## src/rtl/wreg_queue_if.sv

```systemverilog
// Pending-write queue bus: destination select, queue control, hazard
// probes and status. The master drives requests, the slave (the queue)
// returns status.
interface wreg_queue_if #(
    parameter int ADDR_W = 5,
    parameter int DEPTH  = 4
);
    localparam int CNT_W = $clog2(DEPTH) + 1;

    logic [1:0]        selector;
    logic [ADDR_W-1:0] rt;
    logic [ADDR_W-1:0] rd;
    logic              push;
    logic              pop;
    logic [ADDR_W-1:0] src_a;
    logic [ADDR_W-1:0] src_b;
    logic              err_clr;

    logic [ADDR_W-1:0] dest_sel;
    logic [ADDR_W-1:0] wb_addr;
    logic              wb_valid;
    logic              full;
    logic              empty;
    logic [CNT_W-1:0]  count;
    logic              hazard_a;
    logic              hazard_b;
    logic              err;

    modport master (
        output selector, rt, rd, push, pop, src_a, src_b, err_clr,
        input  dest_sel, wb_addr, wb_valid, full, empty, count,
               hazard_a, hazard_b, err
    );

    modport slave (
        input  selector, rt, rd, push, pop, src_a, src_b, err_clr,
        output dest_sel, wb_addr, wb_valid, full, empty, count,
               hazard_a, hazard_b, err
    );
endinterface

```

## src/rtl/wreg_queue.sv

```systemverilog
// Pending register-write queue. Selects the destination register of an
// instruction, holds it until writeback retires it, and flags read-after-
// write hazards against the registered (already queued) destinations.
// Misuse (push when full without pop, pop when empty) is ignored and
// latched into a sticky error flag.
module wreg_queue #(
    parameter int ADDR_W = 5,
    parameter int DEPTH  = 4,
    parameter int SP_REG = 29,
    parameter int RA_REG = 31
) (
    input  logic         clk,
    input  logic         reset,
    wreg_queue_if.slave  bus
);
    localparam int PTR_W = $clog2(DEPTH);
    localparam int CNT_W = PTR_W + 1;

    localparam logic [ADDR_W-1:0] SP_ADDR = ADDR_W'(SP_REG);
    localparam logic [ADDR_W-1:0] RA_ADDR = ADDR_W'(RA_REG);
    localparam logic [CNT_W-1:0]  CNT_MAX = CNT_W'(DEPTH);

    logic [ADDR_W-1:0] mem [DEPTH];
    logic [PTR_W-1:0]  head;
    logic [PTR_W-1:0]  tail;
    logic [CNT_W-1:0]  count_q;
    logic              err_q;

    logic [ADDR_W-1:0] dest_sel;
    logic              full;
    logic              empty;
    logic              push_ok;
    logic              pop_ok;
    logic              err_set;
    logic [DEPTH-1:0]  occupied;
    logic              hazard_a;
    logic              hazard_b;

    assign full  = (count_q == CNT_MAX);
    assign empty = (count_q == '0);

    // A pop frees a slot in the same cycle, so a full queue still accepts a push alongside it.
    assign push_ok = bus.push && (!full || bus.pop);
    assign pop_ok  = bus.pop && !empty;
    assign err_set = (bus.push && full && !bus.pop) || (bus.pop && empty);

    // Destination source select; constants are truncated to the address width.
    always_comb begin
        dest_sel = bus.rt;
        case (bus.selector)
            2'b00:   dest_sel = bus.rt;
            2'b01:   dest_sel = SP_ADDR;
            2'b10:   dest_sel = RA_ADDR;
            default: dest_sel = bus.rd;
        endcase
    end

    // Entry storage; stale slots are never observable, so no reset is needed.
    always_ff @(posedge clk) begin
        if (push_ok && !reset) begin
            mem[tail] <= dest_sel;
        end
    end

    // Pointers and occupancy; pointer width makes wrap modulo DEPTH implicit.
    always_ff @(posedge clk or posedge reset) begin
        if (reset) begin
            head    <= '0;
            tail    <= '0;
            count_q <= '0;
        end else begin
            if (push_ok) tail <= tail + 1'b1;
            if (pop_ok)  head <= head + 1'b1;
            count_q <= count_q + CNT_W'(push_ok) - CNT_W'(pop_ok);
        end
    end

    // Sticky misuse flag; a new misuse wins over a simultaneous clear.
    always_ff @(posedge clk or posedge reset) begin
        if (reset) begin
            err_q <= 1'b0;
        end else if (err_set) begin
            err_q <= 1'b1;
        end else if (bus.err_clr) begin
            err_q <= 1'b0;
        end
    end

    // Hazard match over occupied slots only; register 0 never hazards.
    always_comb begin
        occupied = '0;
        hazard_a = 1'b0;
        hazard_b = 1'b0;
        for (int i = 0; i < DEPTH; i++) begin
            occupied[i] = ({1'b0, PTR_W'(i) - head} < count_q);
            if (occupied[i] && (bus.src_a != '0) && (mem[i] == bus.src_a)) hazard_a = 1'b1;
            if (occupied[i] && (bus.src_b != '0) && (mem[i] == bus.src_b)) hazard_b = 1'b1;
        end
    end

    assign bus.dest_sel = dest_sel;
    assign bus.wb_addr  = empty ? '0 : mem[head];
    assign bus.wb_valid = !empty;
    assign bus.full     = full;
    assign bus.empty    = empty;
    assign bus.count    = count_q;
    assign bus.hazard_a = hazard_a;
    assign bus.hazard_b = hazard_b;
    assign bus.err      = err_q;
endmodule

```

## src/flat_wrapper.sv

```systemverilog
// flat-port wrapper written by rule: the top's interface ports become plain ports
module wreg_queue_flat 
#(
    parameter int ADDR_W = 5,
    parameter int DEPTH  = 4,
    parameter int SP_REG = 29,
    parameter int RA_REG = 31
)
  (clk, reset, bus_selector, bus_rt, bus_rd, bus_push, bus_pop, bus_src_a, bus_src_b, bus_err_clr, bus_dest_sel, bus_wb_addr, bus_wb_valid, bus_full, bus_empty, bus_count, bus_hazard_a, bus_hazard_b, bus_err);
  wreg_queue_if #(.ADDR_W(ADDR_W), .DEPTH(DEPTH)) bus_i ();
  input  logic clk;
  input  logic reset;
  input wire logic [$bits(bus_i.selector)-1:0] bus_selector;
  input wire logic [$bits(bus_i.rt)-1:0] bus_rt;
  input wire logic [$bits(bus_i.rd)-1:0] bus_rd;
  input wire logic [$bits(bus_i.push)-1:0] bus_push;
  input wire logic [$bits(bus_i.pop)-1:0] bus_pop;
  input wire logic [$bits(bus_i.src_a)-1:0] bus_src_a;
  input wire logic [$bits(bus_i.src_b)-1:0] bus_src_b;
  input wire logic [$bits(bus_i.err_clr)-1:0] bus_err_clr;
  output wire logic [$bits(bus_i.dest_sel)-1:0] bus_dest_sel;
  output wire logic [$bits(bus_i.wb_addr)-1:0] bus_wb_addr;
  output wire logic [$bits(bus_i.wb_valid)-1:0] bus_wb_valid;
  output wire logic [$bits(bus_i.full)-1:0] bus_full;
  output wire logic [$bits(bus_i.empty)-1:0] bus_empty;
  output wire logic [$bits(bus_i.count)-1:0] bus_count;
  output wire logic [$bits(bus_i.hazard_a)-1:0] bus_hazard_a;
  output wire logic [$bits(bus_i.hazard_b)-1:0] bus_hazard_b;
  output wire logic [$bits(bus_i.err)-1:0] bus_err;
  assign bus_i.selector = bus_selector;
  assign bus_i.rt = bus_rt;
  assign bus_i.rd = bus_rd;
  assign bus_i.push = bus_push;
  assign bus_i.pop = bus_pop;
  assign bus_i.src_a = bus_src_a;
  assign bus_i.src_b = bus_src_b;
  assign bus_i.err_clr = bus_err_clr;
  assign bus_dest_sel = bus_i.dest_sel;
  assign bus_wb_addr = bus_i.wb_addr;
  assign bus_wb_valid = bus_i.wb_valid;
  assign bus_full = bus_i.full;
  assign bus_empty = bus_i.empty;
  assign bus_count = bus_i.count;
  assign bus_hazard_a = bus_i.hazard_a;
  assign bus_hazard_b = bus_i.hazard_b;
  assign bus_err = bus_i.err;
  wreg_queue #(.ADDR_W(ADDR_W), .DEPTH(DEPTH), .SP_REG(SP_REG), .RA_REG(RA_REG)) u_core (.clk(clk), .reset(reset), .bus(bus_i));
endmodule
```

## config.mk

```make
export PLATFORM = sky130hd
export DESIGN_NAME = wreg_queue_flat
export DESIGN_NICKNAME = d
export VERILOG_FILES = /design/src/rtl/wreg_queue_if.sv /design/src/rtl/wreg_queue.sv /design/src/flat_wrapper.sv
export SDC_FILE = /design/constraint.sdc
export NUM_CORES = 1
export LEC_CHECK = 0
export CORE_ASPECT_RATIO = 1.5
export CORE_MARGIN = 5
export CORE_UTILIZATION = 45
export CTS_CLUSTER_DIAMETER = 80
export DETAILED_ROUTE_END_ITERATION = 6
export PLACE_DENSITY = 0.73
export SLEW_MARGIN = 5
export SYNTH_ARGS = -nofsm -noshare
export SYNTH_HDL_FRONTEND = slang
export SYNTH_SLANG_ARGS = --single-unit
```

## constraint.sdc

```tcl
create_clock -name clk -period 2.3 [get_ports clk]
set_input_delay 0.23 -clock clk [delete_from_list [all_inputs] [get_ports clk]]
set_output_delay 0.23 -clock clk [all_outputs]
set_load 0.03 [all_outputs]
```

==> flow_summary.json, run 1 <==
{
  "setup_violations": 0,
  "slew_viol_final": 0,
  "rows": 30,
  "syn_area_um2": 2066,
  "antenna_found_initial": 0,
  "drv_cap": 0,
  "first_global_vias": 1524,
  "nets": 284,
  "die_h_um": 92.98,
  "postRouteAntennaNets": 0,
  "maxSlewHeadroom_pct": 67.16,
  "r2r-end": "u_core.bus.count[2]$_DFF_PP0_",
  "critPathLaunchType": "flop",
  "dr_total_vias": 1497,
  "outcome": "complete, no violations",
  "ff2ff_path_depth": 7,
  "drt-vias-per-instance": 5.162,
  "synth_area_leaders": "edfxtp_1 29%, xnor2_1 12%, dfrtp_1 9.7%",
  "gp_congestion": 0.9127,
  "rsz0062_at_grt": "true",
  "synth_most_common_cell": "xnor2_1",
  "ys_seq_elements": 28,
  "fmax_mhz": 446.7,
  "cp-startpoint": "u_core.head[0]$_DFFE_PP0P_",
  "placed_cells": 282,
  "drive_gt1_share_pct": 19.42,
  "multi_input_comb_area_um2": 1191,
  "cellPowerDensity_nw_per_um2": 1021,
  "grt_overflow": 0,
  "n_antenna_cell": 0,
  "synth-edff-count": 20,
  "dpl.hpwl_um": 3659,
  "wl_um": 4348,
  "die_w_um": 65.32,
  "seq_area_frac_synth_pct": 38.76,
  "root_buffer": "clkbuf_8",
  "synth_area_leader_cell": "edfxtp_1",
  "cts_buffers": 3,
  "cp.required_ns": 2.07,
  "core_area_um2": 4504,
  "post-place-ws_ns": 0.06892,
  "netlist_top_cells_count": "28 x xnor2_1, 20 x edfxtp_1, 18 x inv_1, 18 x xor2_1, 13 x ha_1",
  "clk_path_buf_depth": 2,
  "cp_max_fo": 3,
  "insertion_delay_ns": 0.27,
  "period_share_pct": 97.33,
  "area_growth_pct": 30.77,
  "clock_sinks": 28,
  "grt_max_degree": 16,
  "worst_setup_path_end_kind": "output port",
  "hold_path.class": "in -> async",
  "worstReg2RegStart": "u_core.bus.count[1]$_DFF_PP0_",
  "start_util_pct": 45.86,
  "leakagePower_nw": 1.073,
  "portBuffers": 45,
  "fillCellCount": 388,
  "htree_levels": 1,
  "routedWlPerCell_um": 14.99,
  "period_minus_slack_ns": 2.239,
  "ys_types": 30,
  "stdcell_area_um2": 2701,
  "synth.net_count": 236,
  "async_flop_share_pct": 28.57,
  "tightest_slew_ns": 0.4875,
  "drtIter0Drc": 71,
  "ir_drop_v": 0.0004794,
  "syn_inst": 195,
  "hold_buffers": 0,
  "grt_pass1_wl_um": 6962,
  "instances_no_fill": 290,
  "layout_setup_ws_ns": 0.06133,
  "setup_tns_ns": 0,
  "dpl_cell_area_um2": 2560,
  "path_clk_slew_ns": 0.08,
  "io-pin-count": 46,
  "drc": 0,
  "path_class": "reg -> out",
  "synth_ff_type": "edfxtp_1",
  "regArea_um2": 807.0,
  "synth_top_area_share_pct": 29.07,
  "grtUsageTotal_pct": 15.14,
  "yosys_warnings": 0,
  "hold_viol_final": 0,
  "dr.pass1.iters": 4,
  "dieArea_um2": 6073,
  "fin_skew_ns": 0.007178,
  "cts_tree": "built",
  "rrSetupSlack_ns": 0.21,
  "syn_avg_cell_area_um2": 10.59,
  "critPathCapture": "bus_hazard_b",
  "crit_arrival_ns": 2.01
}
cell usage in the layout, fill, tap and decap left out, drive strengths merged, types with 4 or more instances in the layout:
cell type      synthesis  layout
a21oi                  8       8
and2                  10      10
buf                   12      20
clkbuf                 3       4
clkdlybuf4s50          0      33
dfrtp                  8       8
dlygate4sd2            0       5
edfxtp                20      20
ha                    13      13
inv                   18      18
mux4                   5       5
nand2                  8       8
nand3                  9       9
nor2                   4       4
nor4                  10      10
o21ai                  8       8
xnor2                 28      28
xor2                  18      18
cells by family after synthesis:
logic type,share of synthesized area [%]
XOR/XNOR,19.50
flip-flops,38.76
buffers and inverters,7.026
multiplexers,6.905
AND/OR/NAND/NOR,12.60
adder cells (fa/ha/maj),8.843
AO/OA/AOI/OAI,6.359
where the power goes:
part | total, W | internal, W | leakage [nW] | switching, W
clock | 0.000255 | 0.000124 | 0.0228 | 0.000131
sequential | 0.000786 | 0.000679 | 0.272 | 0.000107
combinational | 0.00172 | 0.000813 | 0.778 | 0.000903
critical path, cell delays in order, from the launching register on:
cell and delay, ns:
dfrtp_2 0.43, xnor2_2 0.17, inv_1 0.06, ha_1 0.27, nand2b_1 0.08, o22ai_2 0.08, nor4_1 0.28, nor4_1 0.09
a21oi_2 0.13, buf_6 0.14
final cells by class:
class,count,area share [%]
inverter,18,2.594
sequential,28,29.87
multi-input combinational,134,44.09
timing repair buffer,58,19.55
tap,48,2.223
clock buffer,4,1.667
worst min path at each step:
stage	endpoint	cells after the start
6_report	u_core.bus.count[0]$_DFF_PP0_	2
5_1_grt	u_core.tail[0]$_DFFE_PP0N_	2
3_3_place_gp	u_core.tail[1]$_DFFE_PP0N_	2
4_1_cts	u_core.tail[1]$_DFFE_PP0N_	2
2_1_floorplan	u_core.bus.err$_DFFE_PP0P_	1
3_5_place_dp	u_core.tail[1]$_DFFE_PP0N_	2
layer usage:
metal	up-vias	share of wire (%)	routed length [um]	global-route usage, %
met5	-	0	0	0
met4	0	2.4	104	8.651
met3	6	3.6	157	1.683
met2	36	56	2441	28.57
met1	702	38	1644	15.62
li1	753	-	-	-
repair_timing:
item,in CTS,in global routing
resized for setup,17,4
buffers inserted,1,3
gates cloned,0,0
endpoints found under the setup margin,7,2
pin swaps,8,6
flip-flops by register name, indices dropped and copies added, names as in the netlist:
register and count:
u_core.head 2, u_core.mem 20, u_core.tail 2, u_core.bus.err 1, u_core.bus.count 3
per-stage QoR:
stage          power, W  hold slack [ns]  util [%]
2_1_floorplan  0.001873          0.04546         -
3_5_place_dp   0.002406           0.5293     56.83
3_3_place_gp   0.002371           0.5208     56.83
5_1_grt        0.002964           0.2525     59.97
4_1_cts        0.002719           0.2306     59.17
6_report       0.002757           0.2256     59.97
No activity file was read; power rests on OpenSTA's default activity.
==> run 2, diff against run 1 <==
Settings changed: GPL_TIMING_DRIVEN from default to 0.
==> flow_summary.json, run 2 (synthesized netlist as in run 1, its figures left out) <==
{
  "outcome": "finished with violations",
  "violations": "setup timing",
  "ff2ff_path_depth": 8,
  "layout_setup_ws_ns": -0.1580,
  "critical-path-slowest-cell": "nor4_1",
  "rows": 30,
  "ir_drop_v": 0.0006446,
  "grt_max_degree": 17,
  "path_delay_family": "simple AND/OR/NAND/NOR gates",
  "die_w_um": 65.32,
  "drt-vias-per-instance": 5.163,
  "nets": 283,
  "worst-path-buf-inv": 2,
  "worst_setup_path_end_kind": "output port",
  "crit_arrival_ns": 2.23,
  "antenna_found_initial": 0,
  "grt_overflow": 0,
  "fin_util_pct": 60.08,
  "fin_skew_ns": 0.005058,
  "holdWs_ns": 0.2396,
  "total_power_w": 0.003002,
  "cellPowerDensity_nw_per_um2": 1109,
  "start_util_pct": 45.86,
  "hold_buffers": 0,
  "drc": 0,
  "instances_no_fill": 289,
  "drtIter0Drc": 44,
  "drive_gt1_share_pct": 22.41,
  "placed_cells": 278,
  "die_h_um": 92.98,
  "hold_viol_final": 0,
  "fmax_mhz": 406.8,
  "io-pin-count": 46,
  "area_growth_pct": 31.01,
  "grtUsageTotal_pct": 14.33,
  "cts_tree": "built",
  "path_clk_slew_ns": 0.09,
  "dpl.hpwl_um": 3563,
  "final_cell_mix": "26 x xnor2_1, 23 x clkdlybuf4s50_1, 20 x edfxtp_1",
  "first_global_vias": 1501,
  "path_class": "reg -> out",
  "rrSetupSlack_ns": 0.08,
  "dieArea_um2": 6073,
  "insertion_delay_ns": 0.26,
  "htree_levels": 1,
  "tightest_slew_ns": 0.4126,
  "dr_total_vias": 1492,
  "period_minus_slack_ns": 2.458,
  "postRouteAntennaNets": 0,
  "regMostFlops": "u_core.mem",
  "gp_congestion": 0.8701,
  "grt_pass1_wl_um": 6741,
  "r2r-end": "u_core.bus.count[2]$_DFF_PP0_",
  "cts_buffers": 3,
  "period_share_pct": 106.9,
  "routedWlPerCell_um": 14.93,
  "wl_um": 4314,
  "hold_path.class": "in -> async",
  "cp.required_ns": 2.07,
  "clk_path_buf_depth": 2,
  "n_antenna_cell": 0,
  "largest_reg_flops": 20,
  "path_cells": "buf_8 -> xnor2_4 -> ha_1 -> nand2b_1 -> o22ai_2 -> nor4_2 -> nor4_1 -> a21oi_2 -> buf_6",
  "final_common_cell": "xnor2_1",
  "portBuffers": 35,
  "slew_viol_final": 0,
  "critPathLaunchType": "flop",
  "maxSlewHeadroom_pct": 72.24,
  "core_area_um2": 4504,
  "critPathMaxStageDelay_ns": 0.42,
  "dr.pass1.iters": 4,
  "worstReg2RegStart": "u_core.bus.count[1]$_DFF_PP0_",
  "clock_sinks": 28,
  "cp_max_fo": 4,
  "drv_cap": 0,
  "rsz0062_at_grt": "true",
  "root_buffer": "clkbuf_8",
  "leakagePower_nw": 1.085,
  "setup_violations": 2
}
==> run 2: stage by stage <==
step                      worst slack (ns)  area (um^2)  TNS (ns)
after floorplan                   0.006869         2077         0
after global placement             -0.5340         2487    -2.103
after detailed placement           -0.5688         2487    -2.417
after CTS                         -0.07435         2610  -0.09528
after global routing               -0.2862         2706   -0.5380
final                              -0.1580         2706   -0.2574
==> run 2: how the worst max path moves through the flow <==
stage | from | to | cells after the start
2_1_floorplan | u_core.bus.count[2]$_DFF_PP0_ | u_core.bus.count[2]$_DFF_PP0_ | 8
3_3_place_gp | u_core.head[1]$_DFFE_PP0P_ | bus_hazard_a | 10
3_5_place_dp | u_core.head[1]$_DFFE_PP0P_ | bus_hazard_b | 10
4_1_cts | u_core.head[1]$_DFFE_PP0P_ | bus_hazard_b | 10
5_1_grt | u_core.head[1]$_DFFE_PP0P_ | bus_hazard_b | 9
6_report | u_core.head[1]$_DFFE_PP0P_ | bus_hazard_b | 9
==> run 2: report_power, final <==
part | leakage (nW) | switching (W) | internal, W
Clock | 0.0357 | 0.000133 | 0.000232
Sequential | 0.274 | 0.000121 | 0.000676
Combinational | 0.775 | 0.000965 | 0.000874
Total | 1.08 | 0.00122 | 0.00178
==> run 2: per-layer routing <==
layer,track usage (%),up-vias,share of wire (%)
met1,14.45,683,35
li1,-,751,-
met2,28.49,44,57
met5,0,-,0
met3,1.322,14,3.9
met4,6.401,0,3.8
==> run 2: final cells by class <==
class | instances | area [um^2]
sequential | 28 | 804.5
buffer | 15 | 98.84
clock inverter | 1 | 30.03
timing repair buffer | 42 | 385.4
inverter | 18 | 70.07
tap | 48 | 60.06
multi-input combinational | 134 | 1216
fill | 388 | 1798
clock buffer | 3 | 41.29
==> run 2: what timing repair did <==
item / 4_1_cts / 5_1_grt
pin swaps: 6 / 5
endpoints found under the setup margin: 12 / 6
gates resized for setup: 36 / 27
buffers inserted: 3 / 4
==> run 3, diff against run 2 <==
--- a/config.mk
+++ b/config.mk
@@ -11,4 +11,5 @@
 export CTS_CLUSTER_DIAMETER = 80
 export DETAILED_ROUTE_END_ITERATION = 6
+export GPL_ROUTABILITY_DRIVEN = 0
 export GPL_TIMING_DRIVEN = 0
 export PLACE_DENSITY = 0.73
==> constraint.sdc (replaced) <==
create_clock -name clk -period 2.5 [get_ports clk]
set_input_delay 0.5 -clock clk [delete_from_list [all_inputs] [get_ports clk]]
set_output_delay 0.5 -clock clk [all_outputs]
set_load 0.03 [all_outputs]
==> flow_summary.json, run 3 (synthesized netlist as in run 1, its figures left out) <==
{
  "outcome": "finished with violations",
  "violations": "setup timing",
  "stdcell_area_um2": 2701,
  "regMostFlops": "u_core.mem",
  "drive_gt1_share_pct": 25.94,
  "path_class": "reg -> out",
  "setup_violations": 2,
  "hold_buffers": 0,
  "cp_max_fo": 3,
  "hold_path.class": "in -> async",
  "path_clk_slew_ns": 0.08,
  "start_util_pct": 45.86,
  "drtIter0Drc": 35,
  "dpl_cell_area_um2": 2485,
  "postRouteAntennaNets": 0,
  "first_global_vias": 1495,
  "routedWlPerCell_um": 14.93,
  "crit_arrival_ns": 2.15,
  "hold_viol_final": 0,
  "antenna_found_initial": 0,
  "dpl.hpwl_um": 3495,
  "layout_setup_ws_ns": -0.1497,
  "grtUsageTotal_pct": 15.05,
  "final_common_cell": "xnor2_1",
  "period_share_pct": 106.0,
  "critPathMaxStageDelay_ns": 0.42,
  "fillCellCount": 390,
  "htree_levels": 1,
  "fin_skew_ns": 0.005393,
  "instances_no_fill": 287,
  "fmax_mhz": 377.4,
  "final_cell_mix": "27 x xnor2_1, 22 x clkdlybuf4s50_1, 20 x edfxtp_1",
  "placed_cells": 278,
  "rsz0062_at_grt": "true",
  "critical-path-slowest-cell": "dfrtp_1",
  "drv_cap": 0,
  "io-pin-count": 46,
  "dieArea_um2": 6073,
  "n_antenna_cell": 0,
  "cts_tree": "built",
  "area_growth_pct": 30.77,
  "drc": 0,
  "maxSlewHeadroom_pct": 74.24,
  "grt_max_degree": 16,
  "drt-vias-per-instance": 5.254,
  "fin_util_pct": 59.97,
  "die_h_um": 92.98,
  "rows": 30,
  "largest_reg_flops": 20,
  "period_minus_slack_ns": 2.650,
  "portBuffers": 35,
  "grt_overflow": 0,
  "cts_buffers": 3,
  "ir_drop_v": 0.0004900,
  "wl_um": 4285,
  "worst-path-buf-inv": 3,
  "insertion_delay_ns": 0.27,
  "die_w_um": 65.32,
  "path_delay_family": "flip-flops",
  "root_buffer": "clkbuf_8",
  "grt_pass1_wl_um": 6962,
  "cp.required_ns": 2.00,
  "dr.pass1.iters": 4,
  "clk_path_buf_depth": 2,
  "tightest_slew_ns": 0.3828,
  "slew_viol_final": 0,
  "nets": 281,
  "cellPowerDensity_nw_per_um2": 1009,
  "setup_tns_ns": -0.2580,
  "clock_sinks": 28,
  "critPathLaunchType": "flop",
  "worst_setup_path_end_kind": "output port",
  "core_area_um2": 4504,
  "path_cells": "buf_8 -> xnor2_4 -> inv_2 -> ha_4 -> nand2b_4 -> o22ai_4 -> nor4_2 -> nor4_1 -> a21oi_2 -> buf_6",
  "dr_total_vias": 1508,
  "leakagePower_nw": 1.088
}
run 3: cell count changes in the layout (fill, tap and decap cells not counted), moves of 3 or more:
cell | previous run | this run
buf_2 | 10 | 15
o21ai_1 | 5 | 0
nor4_2 | 7 | 4
clkdlybuf4s15_1 | 3 | 0
dlygate4sd2_1 | 4 | 1
o21ai_2 | 1 | 6
run 3: metal layers:
| layer | vias to the layer above | share of wire (%) | GRT usage (%) |
|---|---|---|---|
| li1 | 748 | - | - |
| met1 | 697 | 36 | 15.43 |
| met2 | 45 | 54 | 27.30 |
| met3 | 18 | 3.9 | 2.284 |
| met4 | 0 | 5.7 | 10.21 |
| met5 | - | 0 | 0 |
run 3: cell type report:
type	instances	area [um^2]	area share, %
buffer	14	88.84	3.289
inverter	18	70.07	2.594
timing repair buffer	41	360.3	13.34
tap	48	60.06	2.223
sequential	28	802.0	29.69
clock buffer	3	41.29	1.528
clock inverter	1	3.754	0.1390
multi-input combinational	134	1275	47.20
run 3: repair_timing:
action / CTS / global route
buffers inserted: 4 / 2
pin swaps: 7 / 7
cloned: 0 / 0
resized for setup: 65 / 23
endpoints found under the setup margin: 12 / 6
run 3: worst register-to-register path, stage by stage, from the launching register on:
cell	delay, ns
dfrtp_1	0.48
or3_1	0.33
buf_2	0.18
and2_4	0.18
ha_1	0.26
inv_1	0.04
ha_1	0.19
fa_1	0.38
xnor2_1	0.14
run 3: path summary, 6_finish.rpt:
| kind | start | cells past startpoint | to | slack (ns) |
|---|---|---|---|---|
| worst max-delay path | u_core.head[1]$_DFFE_PP0P_ | 10 | bus_hazard_b | -0.15 |
| worst min-delay path | reset | 2 | u_core.tail[1]$_DFFE_PP0N_ | 0.49 |
| worst max register to register | u_core.bus.count[0]$_DFF_PP0_ | 8 | u_core.bus.count[2]$_DFF_PP0_ | 0.21 |
| worst min register to register | u_core.tail[0]$_DFFE_PP0N_ | 1 | u_core.tail[0]$_DFFE_PP0N_ | 0.55 |
| max in group asynchronous | reset | 2 | u_core.bus.count[1]$_DFF_PP0_ | 1.76 |
| min in group clk | u_core.tail[0]$_DFFE_PP0N_ | 1 | u_core.tail[0]$_DFFE_PP0N_ | 0.55 |
run 3: power by group:
group	leakage, nW	total, W	switching (W)	internal, W
Clock	0.0231	0.000228	0.000118	0.000110
Combinational	0.789	0.00177	0.000934	0.000835
Sequential	0.276	0.000729	0.000111	0.000618
run 3: metrics by stage:
step           hold slack (ns)  power [W]  worst slack, ns
6_report                0.4944   0.002725          -0.1497
3_3_place_gp            0.5299   0.002149          -0.6147
3_5_place_dp            0.5357   0.002183          -0.6817
2_1_floorplan           0.3156   0.001720          0.06186
5_1_grt                 0.5173   0.002919          -0.2423
4_1_cts                 0.4971   0.002572          -0.1457
